<file path="src/rtl/lfsr_pkg.sv">
// Shared constants, tap table, FSM encoding and elaboration helpers for the LFSR stream.
package lfsr_pkg;

    typedef enum logic {
        IDLE = 1'b0,
        RUN  = 1'b1
    } lfsr_fsm_e;

    function automatic logic [31:0] all_ones(input int width);
        return {32{1'b1}} >> (32 - width);
    endfunction

    function automatic int tap_popcount(input logic [31:0] taps);
        int cnt;
        cnt = 0;
        for (int i = 0; i < 32; i++) begin
            cnt += int'(taps[i]);
        end
        return cnt;
    endfunction

    // Maximal-length XNOR tap masks; bit i set means state[i] feeds the XNOR
    function automatic logic [31:0] default_taps(input int width);
        case (width)
            3:       return 32'h0000_0006;
            4:       return 32'h0000_000C;
            5:       return 32'h0000_0014;
            6:       return 32'h0000_0030;
            7:       return 32'h0000_0060;
            8:       return 32'h0000_00B8;
            9:       return 32'h0000_0110;
            10:      return 32'h0000_0240;
            11:      return 32'h0000_0500;
            12:      return 32'h0000_0829;
            13:      return 32'h0000_100D;
            14:      return 32'h0000_2015;
            15:      return 32'h0000_6000;
            16:      return 32'h0000_D008;
            17:      return 32'h0001_2000;
            18:      return 32'h0002_0400;
            19:      return 32'h0004_0023;
            20:      return 32'h0009_0000;
            21:      return 32'h0014_0000;
            22:      return 32'h0030_0000;
            23:      return 32'h0042_0000;
            24:      return 32'h00E1_0000;
            25:      return 32'h0120_0000;
            26:      return 32'h0200_0023;
            27:      return 32'h0400_0013;
            28:      return 32'h0900_0000;
            29:      return 32'h1400_0000;
            30:      return 32'h2000_0029;
            31:      return 32'h4800_0000;
            32:      return 32'h8020_0003;
            default: return 32'h0000_0000;
        endcase
    endfunction

endpackage

</file>
<file path="src/rtl/lfsr_step.sv">
// One XNOR Fibonacci LFSR shift: feedback enters at bit 0, state shifts toward the MSB.
// Latency: purely combinational.
// Backpressure: none; the caller decides when the result is registered.
module lfsr_step #(
    parameter int               WIDTH = 8,
    parameter logic [WIDTH-1:0] TAPS  = 8'hB8
) (
    input  logic [WIDTH-1:0] cur,
    output logic [WIDTH-1:0] nxt
);

    logic fb;

    assign fb  = ~^(cur & TAPS);
    assign nxt = {cur[WIDTH-2:0], fb};

endmodule

</file>
<file path="src/rtl/lfsr_prng_stream.sv">
// LFSR PRNG word stream with run enable, seed load and lock-up replacement; LFSR_PERIOD_MON_EN adds a period monitor.
// Latency: out_valid rises one cycle after en is sampled; each handshake shows the next word the following cycle.
// Backpressure: out_data/out_valid hold while out_ready is low; only seed_load retracts valid.
module lfsr_prng_stream
    import lfsr_pkg::*;
#(
    parameter int               WIDTH = 8,
    parameter logic [WIDTH-1:0] TAPS  = 8'hB8,
    parameter logic [WIDTH-1:0] SEED  = 8'h01,
    parameter int               STEPS = 1
) (
    input  logic             clk,
    input  logic             reset,
    input  logic             en,
    input  logic             seed_load,
    input  logic [WIDTH-1:0] seed_data,
    output logic [WIDTH-1:0] out_data,
    output logic             out_valid,
    input  logic             out_ready,
    output logic             lockup_fix
`ifdef LFSR_PERIOD_MON_EN
    ,
    output logic             period_wrap,
    output logic [WIDTH:0]   period_cnt
`endif
);

    localparam logic [31:0]      ONES32 = all_ones(WIDTH);
    localparam logic [WIDTH-1:0] LOCKUP = ONES32[WIDTH-1:0];

    if (WIDTH < 3 || WIDTH > 32) begin : g_bad_width
        $error("lfsr_prng_stream: WIDTH must be 3..32");
    end
    if (tap_popcount(32'(TAPS)) % 2 != 0) begin : g_bad_taps
        $error("lfsr_prng_stream: TAPS popcount must be even");
    end
    if (SEED == LOCKUP) begin : g_bad_seed
        $error("lfsr_prng_stream: SEED must not be the all-ones lock-up state");
    end
    if (STEPS < 1 || STEPS > WIDTH) begin : g_bad_steps
        $error("lfsr_prng_stream: STEPS must be 1..WIDTH");
    end

    lfsr_fsm_e        fsm_q, fsm_d;
    logic [WIDTH-1:0] state_q, state_d;
    logic             lockup_fix_q, lockup_fix_d;
    logic             hs;
    logic [WIDTH-1:0] load_val;
    logic [STEPS:0][WIDTH-1:0] step_chain;

    assign step_chain[0] = state_q;
    for (genvar gi = 0; gi < STEPS; gi++) begin : g_step
        lfsr_step #(.WIDTH(WIDTH), .TAPS(TAPS)) u_step (
            .cur (step_chain[gi]),
            .nxt (step_chain[gi+1])
        );
    end

    assign out_valid  = (fsm_q == RUN);
    assign out_data   = state_q;
    assign lockup_fix = lockup_fix_q;
    assign hs         = out_valid & out_ready;
    // An all-ones seed would freeze the register, so fall back to SEED
    assign load_val   = (seed_data == LOCKUP) ? SEED : seed_data;

    always_comb begin
        fsm_d        = fsm_q;
        state_d      = state_q;
        lockup_fix_d = 1'b0;
        if (seed_load) begin
            state_d      = load_val;
            fsm_d        = IDLE;
            lockup_fix_d = (seed_data == LOCKUP);
        end else begin
            case (fsm_q)
                IDLE: begin
                    if (en) fsm_d = RUN;
                end
                RUN: begin
                    if (hs) begin
                        state_d = step_chain[STEPS];
                        if (!en) fsm_d = IDLE;
                    end
                end
                default: fsm_d = IDLE;
            endcase
        end
    end

    always_ff @(posedge clk or negedge reset) begin
        if (!reset) begin
            fsm_q        <= IDLE;
            state_q      <= SEED;
            lockup_fix_q <= 1'b0;
        end else begin
            fsm_q        <= fsm_d;
            state_q      <= state_d;
            lockup_fix_q <= lockup_fix_d;
        end
    end

`ifdef LFSR_PERIOD_MON_EN
    logic [WIDTH-1:0] start_q, start_d;
    logic [WIDTH:0]   cnt_q, cnt_d, pcnt_q, pcnt_d, cnt_inc;
    logic             wrap_q, wrap_d;

    assign period_wrap = wrap_q;
    assign period_cnt  = pcnt_q;
    assign cnt_inc     = cnt_q + (WIDTH+1)'(STEPS);

    // Wrap is judged at word boundaries against the last loaded start value
    always_comb begin
        start_d = start_q;
        cnt_d   = cnt_q;
        pcnt_d  = pcnt_q;
        wrap_d  = 1'b0;
        if (seed_load) begin
            start_d = load_val;
            cnt_d   = '0;
        end else if (hs) begin
            if (step_chain[STEPS] == start_q) begin
                wrap_d = 1'b1;
                pcnt_d = cnt_inc;
                cnt_d  = '0;
            end else begin
                cnt_d  = cnt_inc;
            end
        end
    end

    always_ff @(posedge clk or negedge reset) begin
        if (!reset) begin
            start_q <= SEED;
            cnt_q   <= '0;
            pcnt_q  <= '0;
            wrap_q  <= 1'b0;
        end else begin
            start_q <= start_d;
            cnt_q   <= cnt_d;
            pcnt_q  <= pcnt_d;
            wrap_q  <= wrap_d;
        end
    end
`endif

endmodule

</file>
<file path="config.mk">
export PLATFORM = sky130hd
export DESIGN_NAME = lfsr_prng_stream
export DESIGN_NICKNAME = d
export VERILOG_FILES = /design/src/rtl/lfsr_pkg.sv /design/src/rtl/lfsr_step.sv /design/src/rtl/lfsr_prng_stream.sv
export SDC_FILE = /design/constraint.sdc
export NUM_CORES = 1
export LEC_CHECK = 0
export ABC_AREA = 1
export BUFFER_PORTS_ARGS = -buffer_cell sky130_fd_sc_hd__buf_2
export CAP_MARGIN = 20
export CELL_PAD_IN_SITES_DETAIL_PLACEMENT = 2
export CELL_PAD_IN_SITES_GLOBAL_PLACEMENT = 2
export CORE_UTILIZATION = 26
export CTS_CLUSTER_DIAMETER = 150
export DETAILED_ROUTE_END_ITERATION = 16
export PLACE_DENSITY_LB_ADDON = 0.1
export RECOVER_POWER = 50
export SYNTH_ARGS = -nofsm -noshare
export SYNTH_HDL_FRONTEND = slang
export SYNTH_SLANG_ARGS = --single-unit
</file>
<file path="constraint.sdc">
create_clock -name clk -period 2.9 [get_ports clk]
set_clock_uncertainty 0.2 [all_clocks]
set_input_delay 0.145 -clock clk [delete_from_list [all_inputs] [get_ports clk]]
set_output_delay 0.145 -clock clk [all_outputs]
set_load 0.01 [all_outputs]
</file>
-- Word level (Yosys, flattened, before mapping)
Cells that the tools add are included.
- bits in registers: 10
- bits in latches: 0
- RAM bits: 0
- memory bits (read-only): 0
- output and inout port bits: 10
- logic and storage cells: 19
- memories: 0
- $add $sub $neg: 0
- $mul: 0
- divide/modulo/power cells: 0
- magnitude comparators: 0
- equal/unequal tests: 1
- shift-type cells: 0
- muxes and demuxes: 9
- bitwise operators: 2
- reductions and logical operators: 4
- operators with widths (operator ; count):
    $mux 8 ; 4
    $eq 8x8->1 const B ; 1
    $reduce_xnor 8->1 ; 1
    $mux 1 ; 4
    $reduce_bool 2->1 ; 2
    $pmux 1 s2 ; 1
    $reduce_and 2->1 ; 1
    $and 1x1->1 ; 1
    $not 1->1 ; 1

-- Logic depth before layout (Yosys ltp)
Gate-level depths: netlist of run 1.
- word-level depth: 4
- depth in mapped cells: 7
- depth with buffers taken out: 7

-- Hierarchy
From an unflattened synthesis of run 1, not the netlist that was laid out.
- cells, all modules: 100
- area total of the unflattened synthesis: 716.9 um^2
- modules (own cells, without submodules) (module ; times used ; cells an instance ; area each (um^2) ; seq. area each (um^2)):
    lfsr_prng_stream ; 1 ; 78 ; 604.3 ; 251.5
    lfsr_step ; 1 ; 22 ; 112.6 ; 0.0

-- Least setup slack after synthesis of run 1
OpenSTA, ideal clock, no wires.
- kind: reg2reg
- start: register fsm_q, in the netlist out_valid
- end: register state_q[2], in the netlist out_data[2]
- library setup time: 124 ps
- arrival time: 810 ps
- required time: 2576 ps
- slack: 1766 ps
- cell stages (with the launch flop): 4
- period minus slack after synthesis: 1134 ps
- path through: dfrtp_1 -> nand2_2 -> o21ai_0 -> a21oi_2
- cells in the longest elaborated chain, start to end: 3
- elaborated cells between the ends (all ways): 4
- those cells by class: bitwise: 1; reduce/logical: 3
- RTL lines (item ; RTL line ; source):
    from (decl) ; lfsr_prng_stream.sv:44 ; lfsr_fsm_e fsm_q, fsm_d;
    from (signal assigned) ; lfsr_prng_stream.sv:96 ; fsm_q <= fsm_d;
    $and 1x1->1 ; lfsr_prng_stream.sv:62 ; assign hs = out_valid & out_ready;
    $reduce_bool 2->1 (no line) ; n/a ;
    $reduce_and 2->1 (no line) * ; n/a ;
    to (signal assigned) ; lfsr_prng_stream.sv:97 ; state_q <= state_d;
    to (decl) ; lfsr_prng_stream.sv:45 ; logic [WIDTH-1:0] state_q, state_d;
Mark *: on every way between the ends. The rest lies on a longest branch, timed or not.
A chain may end at the register's enable or synchronous reset.

-- Worst setup path in the final report of run 1
- start: register fsm_q, in the netlist out_valid
- end: register state_q[3], in the netlist out_data[3]
The elaborated chain is that of the path after synthesis.

==> reports/results.txt, run 1 <==
Summed over all nets, the switching power comes to 0.123 mW. The logs give 1 for the deepest level of the CTS H-tree and 750 MHz for the highest clock rate. The post-synthesis compound-gate area fraction was 0.174; the smallest setup slack after layout was 1.57 ns. The number of cell instances on the worst register-to-register path is 4. The normalized max-slew margin is 0.601, and the fraction of power consumed by sequential logic is 0.458.

Fraction of final layout cells with drive strength greater than 1: 0.298. Traced cell by cell, the critical path runs through nand2_1, nand2_4, nor2_1, a21oi_2. The count of yosys warnings during synthesis is 0. The clock latency on the worst-skew pair is 0.28 ns.

The clock share of power is 0.296. The worst hold path was traced through 2 stages. The floorplan step set the die height to 50.5 microns. The tools report the number of iterations in the first detailed-routing pass as 1.

The synthesized-area fraction occupied by adder cells came out at 0. Data on the critical path is required at its endpoint by 2.86 ns. The finished cells cover 793 sq um. The finished layout holds 142 standard cells, fillers aside.

Summed over all cells, the static leakage comes to 0.397 nW. The routed design uses 860 microns of met2 wire. Path type of the worst min-delay path: in2reg.

Across the run, the number of max-cap violations was 0. Setup repair after global routing left no endpoint under its margin. For the number of distinct library cells after synthesis, the log shows 15. The repair_antennas step left the layout with diodes totalling 0. The share of the core filled with cells is 0.359, and the standard cell area after detailed placement is 746 sq um.

In this run the remaining antenna-violating nets after routing total 0. In this run the top signal layer used is met4. TritonCTS built the clock tree. For the share of synthesized area occupied by flip-flops and latches, the log shows 0.411. The critical setup path kind is reg2reg.

The longest clock path from root to sink contains 2 buffers. The layout overhead on the synthesized area is 29.7%, and the top fanout value on the critical path is 10. The clock-pin slew on the worst setup and hold paths came out at 0.07 ns.

The mean number of vias per cell works out to 4.43. The via count of the first global-routing pass was 619; the transition at the pin with the smallest max-transition slack was 0.598 ns. The clock net sink count was 10; the number of I/O port buffers was 22. Cell internal power was estimated by the tool at 0.244 mW.

The detailed route wirelength on metal3 was 50 microns; the wire length of the first global-routing pass was 2990 microns. The share of the clock period used by the worst path was 0.460; the width of the chip was 50.5 microns. VDD sags by at most 0.000186 V.

The number of instances in the synthesized netlist came out at 86. Summed over all layers, the routed wires come to 1760 microns. The simple-gate share of the synthesized area was 0.311; the total of cells resized after clock tree synthesis was 0. The logs give 794 microns for the met1 wire length and 1370 microns for the half-perimeter wire length of the detailed placement result. The logs give 0 for the violation count after the first detailed-routing iteration and 0 for the global-route congestion overflow total. The power per cell area was 462 mW/mm^2; the final setup violation count was 0. The floorplan has 17 rows. On the worst path, the slowest cell contributes a delay of 0.40 ns.

The die area was 0.00255 sq mm. The tools report the root buffer selected by CTS as sky130_fd_sc_hd__clkbuf_4. The share of total power consumed by net switching came out at 0.335. DRC violation count after routing: 0. Routability-driven placement finished with a final weighted congestion of 0.696. After synthesis, the mean cell area works out to 7.11 sq um. Detailed routing inserted a total of 629 vias. After synthesis the cells add up to 612 sq um. The run gives 0.165 as the overall fraction of global-route tracks in use.

The run gives 0 as the initial antenna violation count. The area of the core is 0.00221 sq mm, and the multiplexer share of the synthesized area is 0. The clock period could shrink to 1.33 ns. After detailed placement, the design holds a cell count of 135. For the layout net count, the log shows 128. The initial standard-cell utilization of the core was 0.277.

The fraction of synthesized cell area in xor and xnor cells was 0; the post-synthesis net count was 99. The final routed wire length divided by cell count is 12.4 microns. After synthesis the netlist holds a flip-flop and latch count of 10. Buffers inserted during clock tree synthesis total 3.

The run gives 0 as the final number of max-transition violations. By area, the combinational part of the netlist is dominated by simple AND/OR/NAND/NOR gates. The run finished with clean final reports.

The part of the total power dissipated in combinational logic is 0.247, and the worst setup slack before clock tree synthesis is 1.71 ns. For this design, the slowest cell found on the critical path is sky130_fd_sc_hd__dfrtp_1. Summed over all failing endpoints, the final setup total negative slack is 0 ns. The type of origin of the critical path was a flip-flop. The run gives 12 as the pin count of the biggest net entering global routing. The critical path arrival was 1.30 ns; the top-level I/O count was 23. The run gives 0 as the final count of hold timing violations. The worst setup path is captured at a flip-flop.
layer usage:
layer | GRT usage | vias up
li1 | - | 321
met1 | 0.205 | 287
met2 | 0.267 | 16
met3 | 0.0182 | 5
met4 | 0.111 | 0
met5 | 0 | -
layout by cell type, fill, tap and decap left out:
cell and count:
sky130_fd_sc_hd__dlygate4sd3_1 3, sky130_fd_sc_hd__dfrtp_1 9, sky130_fd_sc_hd__inv_1 6, sky130_fd_sc_hd__clkbuf_1 6
sky130_fd_sc_hd__nor2_1 14, sky130_fd_sc_hd__nand3_1 1, sky130_fd_sc_hd__nand2_4 1, sky130_fd_sc_hd__inv_2 1
sky130_fd_sc_hd__a21oi_1 2, sky130_fd_sc_hd__nor2_2 1, sky130_fd_sc_hd__o21ai_0 7, sky130_fd_sc_hd__nand2_1 25
sky130_fd_sc_hd__a21oi_2 7, sky130_fd_sc_hd__clkinv_1 7, sky130_fd_sc_hd__nand2_2 3, sky130_fd_sc_hd__dfstp_2 1
sky130_fd_sc_hd__buf_2 17, sky130_fd_sc_hd__clkbuf_4 3
final timing paths:
path                                         startpoint                      end  slack [ns]
worst max-delay path                out_valid$_DFF_PN0_  out_data[3]$_DFFE_PN0P_        1.57
worst min-delay path                          seed_load      out_valid$_DFF_PN0_        0.01
worst max register to register      out_valid$_DFF_PN0_  out_data[3]$_DFFE_PN0P_        1.57
worst min register to register  out_data[2]$_DFFE_PN0P_  out_data[2]$_DFFE_PN0P_        0.36
max in group asynchronous                         reset  out_data[5]$_DFFE_PN0P_        1.93
min in group asynchronous                         reset      out_valid$_DFF_PN0_        0.18
metrics by stage:
step	hold slack, ns	power [mW]
final	0.00983	0.367
after global routing	0.0388	0.391
after CTS	0.0221	0.374
after detailed placement	-0.182	0.263
after global placement	-0.178	0.259
after floorplan	-0.351	0.223
cell families (layout without fill, tap and decap cells):
logic type	after synthesis	in the layout
simple gates	45	45
flops	10	10
buf+inv	15	43
compound gates	16	16
synthesized netlist by cell type:
cell	number	area, sq um
sky130_fd_sc_hd__a21oi_1	2	10.0
sky130_fd_sc_hd__a21oi_2	7	61.3
sky130_fd_sc_hd__buf_6	1	11.3
sky130_fd_sc_hd__clkinv_1	7	26.3
sky130_fd_sc_hd__dfrtp_1	9	225
sky130_fd_sc_hd__dfstp_2	1	26.3
sky130_fd_sc_hd__inv_1	6	22.5
sky130_fd_sc_hd__inv_2	1	3.75
sky130_fd_sc_hd__nand2_1	24	90.1
sky130_fd_sc_hd__nand2_2	4	25.0
sky130_fd_sc_hd__nand2_4	1	11.3
sky130_fd_sc_hd__nand3_1	1	5.00
sky130_fd_sc_hd__nor2_1	14	52.6
sky130_fd_sc_hd__nor2_2	1	6.26
sky130_fd_sc_hd__o21ai_0	7	35.0
state kept, by name, indices dropped and copies added (netlist names):
register	count
lockup_fix	1
out_data	8
out_valid	1
final cells by class:
type	count	area (sq um)
inverters	14	52.6
well taps	28	35.0
flip-flops and latches	10	251
multi-input cells	61	294
repair buffers	25	134
clock buffers	4	26.3
fillers	282	1420
power by group through the flow:
stage / clock network, mW / logic, mW / registers, mW
6_report: 0.108 / 0.0904 / 0.168
5_1_grt: 0.117 / 0.102 / 0.171
4_1_cts: 0.110 / 0.0948 / 0.169
3_5_place_dp: 0 / 0.0909 / 0.172
3_3_place_gp: 0 / 0.0883 / 0.171
2_1_floorplan: 0 / 0.0486 / 0.174
timing repair:
| action | 4_1_cts | 5_1_grt |
|---|---|---|
| hold endpoints to repair | 12 | 0 |
| hold buffers | 3 | 0 |
| buffers inserted | 0 | 0 |
critical path, delay by kind of cell, from the launching register on:
family           cells  cell delay (ns)
flip-flops           1             0.40
AO/OA/AOI/OAI        1             0.04
AND/OR/NAND/NOR      3             0.58
Power figures use the tool's default switching activity.
==> inputs of run 2 (changes only) <==
--- a/config.mk
+++ b/config.mk
@@ -10,7 +10,7 @@
 export CAP_MARGIN = 20
 export CELL_PAD_IN_SITES_DETAIL_PLACEMENT = 2
 export CELL_PAD_IN_SITES_GLOBAL_PLACEMENT = 2
-export CORE_UTILIZATION = 26
+export CORE_UTILIZATION = 24
 export CTS_CLUSTER_DIAMETER = 150
 export DETAILED_ROUTE_END_ITERATION = 16
 export PLACE_DENSITY_LB_ADDON = 0.1
==> constraint.sdc (replaced) <==
create_clock -name clk -period 1.3 [get_ports clk]
set_clock_uncertainty 0.2 [all_clocks]
set_input_delay 0.065 -clock clk [delete_from_list [all_inputs] [get_ports clk]]
set_output_delay 0.065 -clock clk [all_outputs]
set_load 0.01 [all_outputs]
==> reports/results.txt, run 2 (synthesized netlist as in run 1, its figures left out) <==
The signal on the critical path passes through dlygate4sd3_1, dlygate4sd3_1, buf_2. The part of the total power dissipated in combinational logic was 0.253. The min-delay analysis places its worst path in the category in2reg. Clock-pin slew on the worst setup and hold paths: 0.08 ns. Initial antenna violation count: 0.

The tools report the routability congestion estimate as 0.659. The core region is 0.00230 sq mm. The logs give 0.07 ns for the register-to-register setup slack and 750 for the via count of the first global-routing pass.

Compared with the post-synthesis result, the final layout area differs by 46.8%. The mean number of vias per cell works out to 4.63. Normalized max-slew margin: 0.826. Measured along the x axis, the die boundary spans 52.5 microns. The final routed wire length divided by cell count was 15.0 microns; the critical path arrival was 1.45 ns. In this run the post-CTS setup repair buffer count came out at 0. Setup slack on the critical path of the routed design comes to 0.0547 ns.

Clock latency on the worst-skew pair: 0.29 ns. The switching power came out at 0.310 mW. Row generation in the floorplan step produced 17 rows. Derived from the worst setup path, the maximum achievable clock frequency is 803 MHz.

Cell internal power was estimated by the tool at 0.612 mW. The kind of cell with the highest combined delay along the critical path is buffers and inverters. The largest single stage delay on the critical path is 0.57 ns. TritonCTS created 3 clock buffers. By instance count, the cell type seen most on the critical path is sky130_fd_sc_hd__dlygate4sd3_1. The DRC violation count after routing was 0. The clock period minus worst slack was 1.25 ns; the deepest level of the CTS H-tree was 1.

The number of buffers on the longest clock path was 2. For the final number of max-transition violations, the log shows 0. The clock net in this run drives a total of 10 sinks. The initial standard-cell utilization of the core is 0.266. Setup repair after global routing could not meet its margin everywhere. Violation count after the first detailed-routing iteration: 2. OpenSTA, run right after detailed placement, puts the worst setup slack at 0.0165 ns. The aggregate negative setup slack is 0 ns, and the clock share of power is 0.341. STA classifies the critical path endpoint as an asynchronous set/reset pin.

The run gives 0.391 as the share of the core filled with cells. For this run, the number of standard cells in the final layout without fillers is 151. The tools report the fraction of power consumed by sequential logic as 0.407. The critical path is of the in2async type.

Detailed placement ended at an HPWL of 1430 microns. The power per cell area came out at 1030 mW/mm^2. The tools report the type of origin of the critical path as a primary input. Entering global routing, the biggest net connects 11 pins. For the worst setup path, the data required time is 1.51 ns. The final reports fail on negative hold slack. The register with the most flip-flops in the layout has 8 of them.

Across the VDD grid, the largest voltage drop is 0.000497 V. The fraction of final layout cells with drive strength greater than 1 was 0.268; the top-level I/O count was 23. Number of iterations in the first detailed-routing pass: 3. In the layout the commonest cells are sky130_fd_sc_hd__nand2_1 (23), sky130_fd_sc_hd__nor2_1 (14), sky130_fd_sc_hd__buf_2 (13). The overall fraction of global-route tracks in use is 0.202, and the wire length of the first global-routing pass is 3660 microns. The final setup violation count came out at 0. The run gives 0 as the count of max-cap constraint violations.

The sum of buffers and inverters on the critical path came out at 3. The run gives 135 as the number of placed instances, taps included. The die is 52.5 microns tall. Number of I/O port buffers: 22. The flow ran to the end, but the final reports show violations. The layout net count was 137.

The library cell used most frequently in the layout, excluding fill and tap cells, is sky130_fd_sc_hd__nand2_1. The master of the slowest instance on the critical path is sky130_fd_sc_hd__dlygate4sd3_1. For this run the aggregate overflow at the end of global routing stands at 0. The run gives 0.00276 sq mm as the die area.

Root buffer selected by CTS: sky130_fd_sc_hd__clkbuf_4. The share of total power consumed by net switching came out at 0.336. The share of the clock period used by the worst path came out at 0.958. At the pin with the least slew margin, the transition time is 0.260 ns. The final layout contains routed wiring with a total length of 2270 microns. Top fanout value on the critical path: 10. TritonCTS built the clock tree. The logs give 0 for the number of nets with antenna violations after detailed routing and 0.435 nW for the leakage component of the power. The final count of hold timing violations was 1. The total inserted antenna cells was 0; the total number of vias was 699. The tools report the worst hold margin as -0.0182 ns.
run 2: layer usage:
layer  routed length (microns)  track usage
met5                         0            0
met4                        93        0.149
met3                        31       0.0174
met2                      1170        0.340
met1                       970        0.235
run 2: power by group through the flow:
stage	sequential, mW	combinational [mW]	clock (mW)
3_3_place_gp	0.375	0.203	0
4_1_cts	0.374	0.237	0.301
2_1_floorplan	0.389	0.108	0
5_1_grt	0.382	0.262	0.334
3_5_place_dp	0.378	0.209	0
6_report	0.375	0.233	0.314
run 2: final cells by class:
type,count,area [sq um]
well taps,28,35.0
inverters,14,52.6
fillers,279,1400
multi-input cells,61,304
flip-flops and latches,10,251
repair buffers,34,219
clock buffers,4,36.3
run 2: final timing paths:
kind	cells past startpoint	start	end
worst max register to register	3	out_valid$_DFF_PN0_	out_data[6]$_DFFE_PN0P_
worst min-delay path	4	seed_load	out_data[0]$_DFFE_PN1P_
max in group clk	7	seed_data[6]	out_data[4]$_DFFE_PN0P_
worst max-delay path	3	reset	out_data[0]$_DFFE_PN1P_
min in group asynchronous	3	reset	out_data[6]$_DFFE_PN0P_
worst min register to register	2	out_data[1]$_DFFE_PN0P_	out_data[1]$_DFFE_PN0P_
run 2: timing repair:
| item | in CTS | in global routing |
|---|---|---|
| hold endpoints to repair | 19 | 0 |
| endpoints found under the setup margin | 1 | 8 |
| gates resized for setup | 1 | 4 |
| hold buffers | 12 | 0 |
run 2: tightest hold or removal path, stage by stage:
cell                      delay [ns]
sky130_fd_sc_hd__buf_2          0.21
sky130_fd_sc_hd__nor2_1         0.07
sky130_fd_sc_hd__nand3_1        0.07
sky130_fd_sc_hd__nand2_1        0.04
run 2: stage by stage:
stage | power, mW | cell area (sq um)
floorplan | 0.497 | 612
global route | 0.978 | 898
detailed placement | 0.587 | 746
finish | 0.921 | 898
CTS | 0.912 | 902
global placement | 0.578 | 746
==> inputs of run 3 (changes only) <==
--- a/config.mk
+++ b/config.mk
@@ -10,11 +10,12 @@
 export CAP_MARGIN = 20
 export CELL_PAD_IN_SITES_DETAIL_PLACEMENT = 2
 export CELL_PAD_IN_SITES_GLOBAL_PLACEMENT = 2
-export CORE_UTILIZATION = 24
+export CORE_UTILIZATION = 26
 export CTS_CLUSTER_DIAMETER = 150
 export DETAILED_ROUTE_END_ITERATION = 16
 export PLACE_DENSITY_LB_ADDON = 0.1
 export RECOVER_POWER = 50
+export SETUP_SLACK_MARGIN = 0.5
 export SYNTH_ARGS = -nofsm -noshare
 export SYNTH_HDL_FRONTEND = slang
 export SYNTH_SLANG_ARGS = --single-unit
==> constraint.sdc (replaced) <==
create_clock -name clk -period 1.5 [get_ports clk]
set_clock_uncertainty 0.2 [all_clocks]
set_input_delay 0.075 -clock clk [delete_from_list [all_inputs] [get_ports clk]]
set_output_delay 0.075 -clock clk [all_outputs]
set_load 0.01 [all_outputs]
==> reports/results.txt, run 3 (synthesized netlist as in run 1, its figures left out) <==
The sequential cells in the finished layout cover a total of 254 sq um. The core region is 0.00221 sq mm. The tools report the final count of hold timing violations as 9. The flip-flop count of the largest register after layout came out at 8.

Dividing the detail-routed wire length by the instance count gives 15.2 microns. In this run the number of cells on the critical path is 4. Across all register-to-register paths, the minimum setup slack is 0.23 ns.

For this design, the CTS-stage hold fixing added 3 buffers. In this run the worst path has a maximum fanout of 4. In this run the critical register-to-register path is launched from out_valid$_DFF_PN0_. Once routing completed, OpenROAD measured the worst setup slack at 0.227 ns.

Leaving out fill and tap cells, the most frequent cell in the layout is sky130_fd_sc_hd__nand2_1. The first detailed-routing pass ran for 4 iterations. The share of the clock period used by the worst path came out at 0.848. Summed over all layers, the routed wires come to 2360 microns. Layout net count: 141. The tree is rooted in a sky130_fd_sc_hd__clkbuf_4. The transition at the pin with the smallest max-transition slack works out to 0.583 ns.

The violation count after the first detailed-routing iteration was 3; the final setup violation count was 0. The floorplan step defined a die boundary enclosing 0.00255 sq mm. The run gives 17 as the row count.

The floorplan step set the die width to 50.5 microns. The highest clock rate was 786 MHz. The final reports fail on negative hold slack. The end of the critical path is out_data[2]$_DFFE_PN0P_. Data arrives at the worst endpoint at 1.25 ns.

The tools report the launch point of the worst hold path as seed_load. Routability-driven placement finished with a final weighted congestion of 0.716. The initial standard-cell utilization of the core came out at 0.277.

The leakage component of the power is 0.491 nW. The tools report the DRC violation count after routing as 0. After layout, the minimum clock period comes to 1.27 ns.

The tightest min-delay check is of the in2reg type. Setup repair after global routing could not meet its margin everywhere. The number of clock buffers added by TritonCTS is 3. For the peak supply drop, the log shows 0.000470 V. Summing all multi-input logic gate instances after layout gives 395 sq um.

The run gives 0.206 as the overall fraction of global-route tracks in use. Clock-pin slew on the worst setup and hold paths: 0.07 ns. The critical path capture point type is a flip-flop. In this design, the largest share of critical-path delay is due to flip-flops. Entering global routing, the biggest net connects 12 pins. For the final number of max-transition violations, the log shows 0. The tools report the worst setup slack before clock tree synthesis as 0.335 ns. The flow ran to the end, but the final reports show violations. The wire-length estimate of the detail-placed layout is 1330 microns. Tracing the worst setup path back leads to its startpoint at out_valid$_DFF_PN0_. Data on the critical path is required at its endpoint by 1.48 ns. 0 antenna diodes ended up in the layout. For the worst-skew pair, the clock arrives at the later sink with an insertion delay of 0.29 ns.

The routed layout has 705 vias. For the share of the core filled with cells, the log shows 0.460. The top cell types in the final layout, fill and taps aside, are sky130_fd_sc_hd__nand2_1 (25), sky130_fd_sc_hd__buf_2 (15), sky130_fd_sc_hd__buf_4 (12). The clock passes through at most 2 buffers. The critical path is of the reg2reg type.

The count of max-cap constraint violations is 0. The run gives 0 as the initial antenna violation count. The wire length of the first global-routing pass was 3730 microns; the vertical die dimension was 50.5 microns. STA classifies the critical path startpoint as a flip-flop. The sum of buffers and inverters on the critical path came out at 1.

The normalized max-slew margin is 0.611. From synthesis to final layout, the design area changed by 66.3%. Measured in cells, the most critical reg-to-reg path has a length of 4. 23 I/O pins were placed. The logs give 255 for the count of fill cells added during filler insertion and 0 ns for the aggregate negative setup slack. On the worst path, the slowest cell contributes a delay of 0.46 ns. In this run the critical register-to-register path is captured at out_data[2]$_DFFE_PN0P_. The worst hold margin came out at -0.0588 ns. Power per cell area: 880 mW/mm^2. The clock net sink count was 10. The deepest level of the CTS H-tree was 1; the via count of the first global-routing pass was 756. Dividing the detail-routed via count by the number of cells gives 4.55. The global-route congestion overflow total was 0. The critical path goes through nand2_4, buf_4, o21ai_2, a21oi_2.

The fraction of final layout cells with drive strength greater than 1 is 0.488. The count of nets left with antenna violations once routing finished came out at 0. TritonCTS built the clock tree. The master of the slowest instance on the critical path is sky130_fd_sc_hd__dfrtp_1. Number of I/O port buffers: 22.
run 3: changes by cell type in the layout (fill, tap and decap cells not counted), moves of 3 or more:
cell / change
sky130_fd_sc_hd__clkbuf_1: -5
sky130_fd_sc_hd__buf_6: +3
sky130_fd_sc_hd__nor2_1: -8
sky130_fd_sc_hd__nor2_4: +9
sky130_fd_sc_hd__o21ai_0: -4
sky130_fd_sc_hd__buf_4: +12
sky130_fd_sc_hd__o21ai_2: +3
sky130_fd_sc_hd__dlygate4sd3_1: -9
run 3: per-stage QoR:
step                      instances  power, mW  area [sq um]
after floorplan                  86      0.434           617
after global placement          135      0.503           751
after detailed placement        135      0.510           751
after CTS                       153      0.861           978
after global routing            155      0.935          1020
final                           155      0.895          1020
run 3: layout make-up:
cell class / count / share of cell area
multi-input combinational: 62 / 0.389
inverter: 14 / 0.0517
tap: 28 / 0.0344
clock buffer: 4 / 0.0357
sequential: 10 / 0.250
timing repair buffer: 37 / 0.240
run 3: routing by layer:
metal,vias to the layer above,routed length [microns],part of all wire,track usage
li1,344,-,-,-
met4,0,44,0.019,0.0972
met3,4,69,0.029,0.0273
met1,338,961,0.41,0.252
met2,19,1290,0.54,0.353
met5,-,0,0,0
run 3: what timing repair did:
action / in CTS / in global routing
pin swaps: 5 / 3
gates cloned: 1 / 0
setup endpoints to repair: 19 / 19
buffers inserted: 10 / 2
endpoints found under the hold margin: 19 / 4
resized for setup: 20 / 9
run 3: worst reg2reg max path: stages (launching register included):
cell                      delay (ns)
sky130_fd_sc_hd__dfrtp_1        0.46
sky130_fd_sc_hd__nand2_4        0.12
sky130_fd_sc_hd__buf_4          0.17
sky130_fd_sc_hd__o21ai_2        0.14
sky130_fd_sc_hd__a21oi_2        0.07
run 3: report_power, final:
group | internal [mW] | leakage, nW | switching, mW | total [mW]
Combinational | 0.138 | 0.352 | 0.163 | 0.301
Sequential | 0.299 | 0.118 | 0.0298 | 0.329
Clock | 0.148 | 0.0210 | 0.118 | 0.266
Total | 0.585 | 0.491 | 0.310 | 0.895
run 3: worst min path at each step:
| stage | to | slack, ns | depth (start not counted) |
|---|---|---|---|
| 6_report | out_valid$_DFF_PN0_ | -0.06 | 2 |
| 2_1_floorplan | lockup_fix$_DFF_PN0_ | -0.42 | 0 |
| 4_1_cts | out_valid$_DFF_PN0_ | -0.06 | 2 |
| 3_3_place_gp | out_data[7]$_DFFE_PN0P_ | -0.25 | 1 |
| 3_5_place_dp | out_data[4]$_DFFE_PN0P_ | -0.25 | 1 |
| 5_1_grt | out_valid$_DFF_PN0_ | -0.02 | 2 |
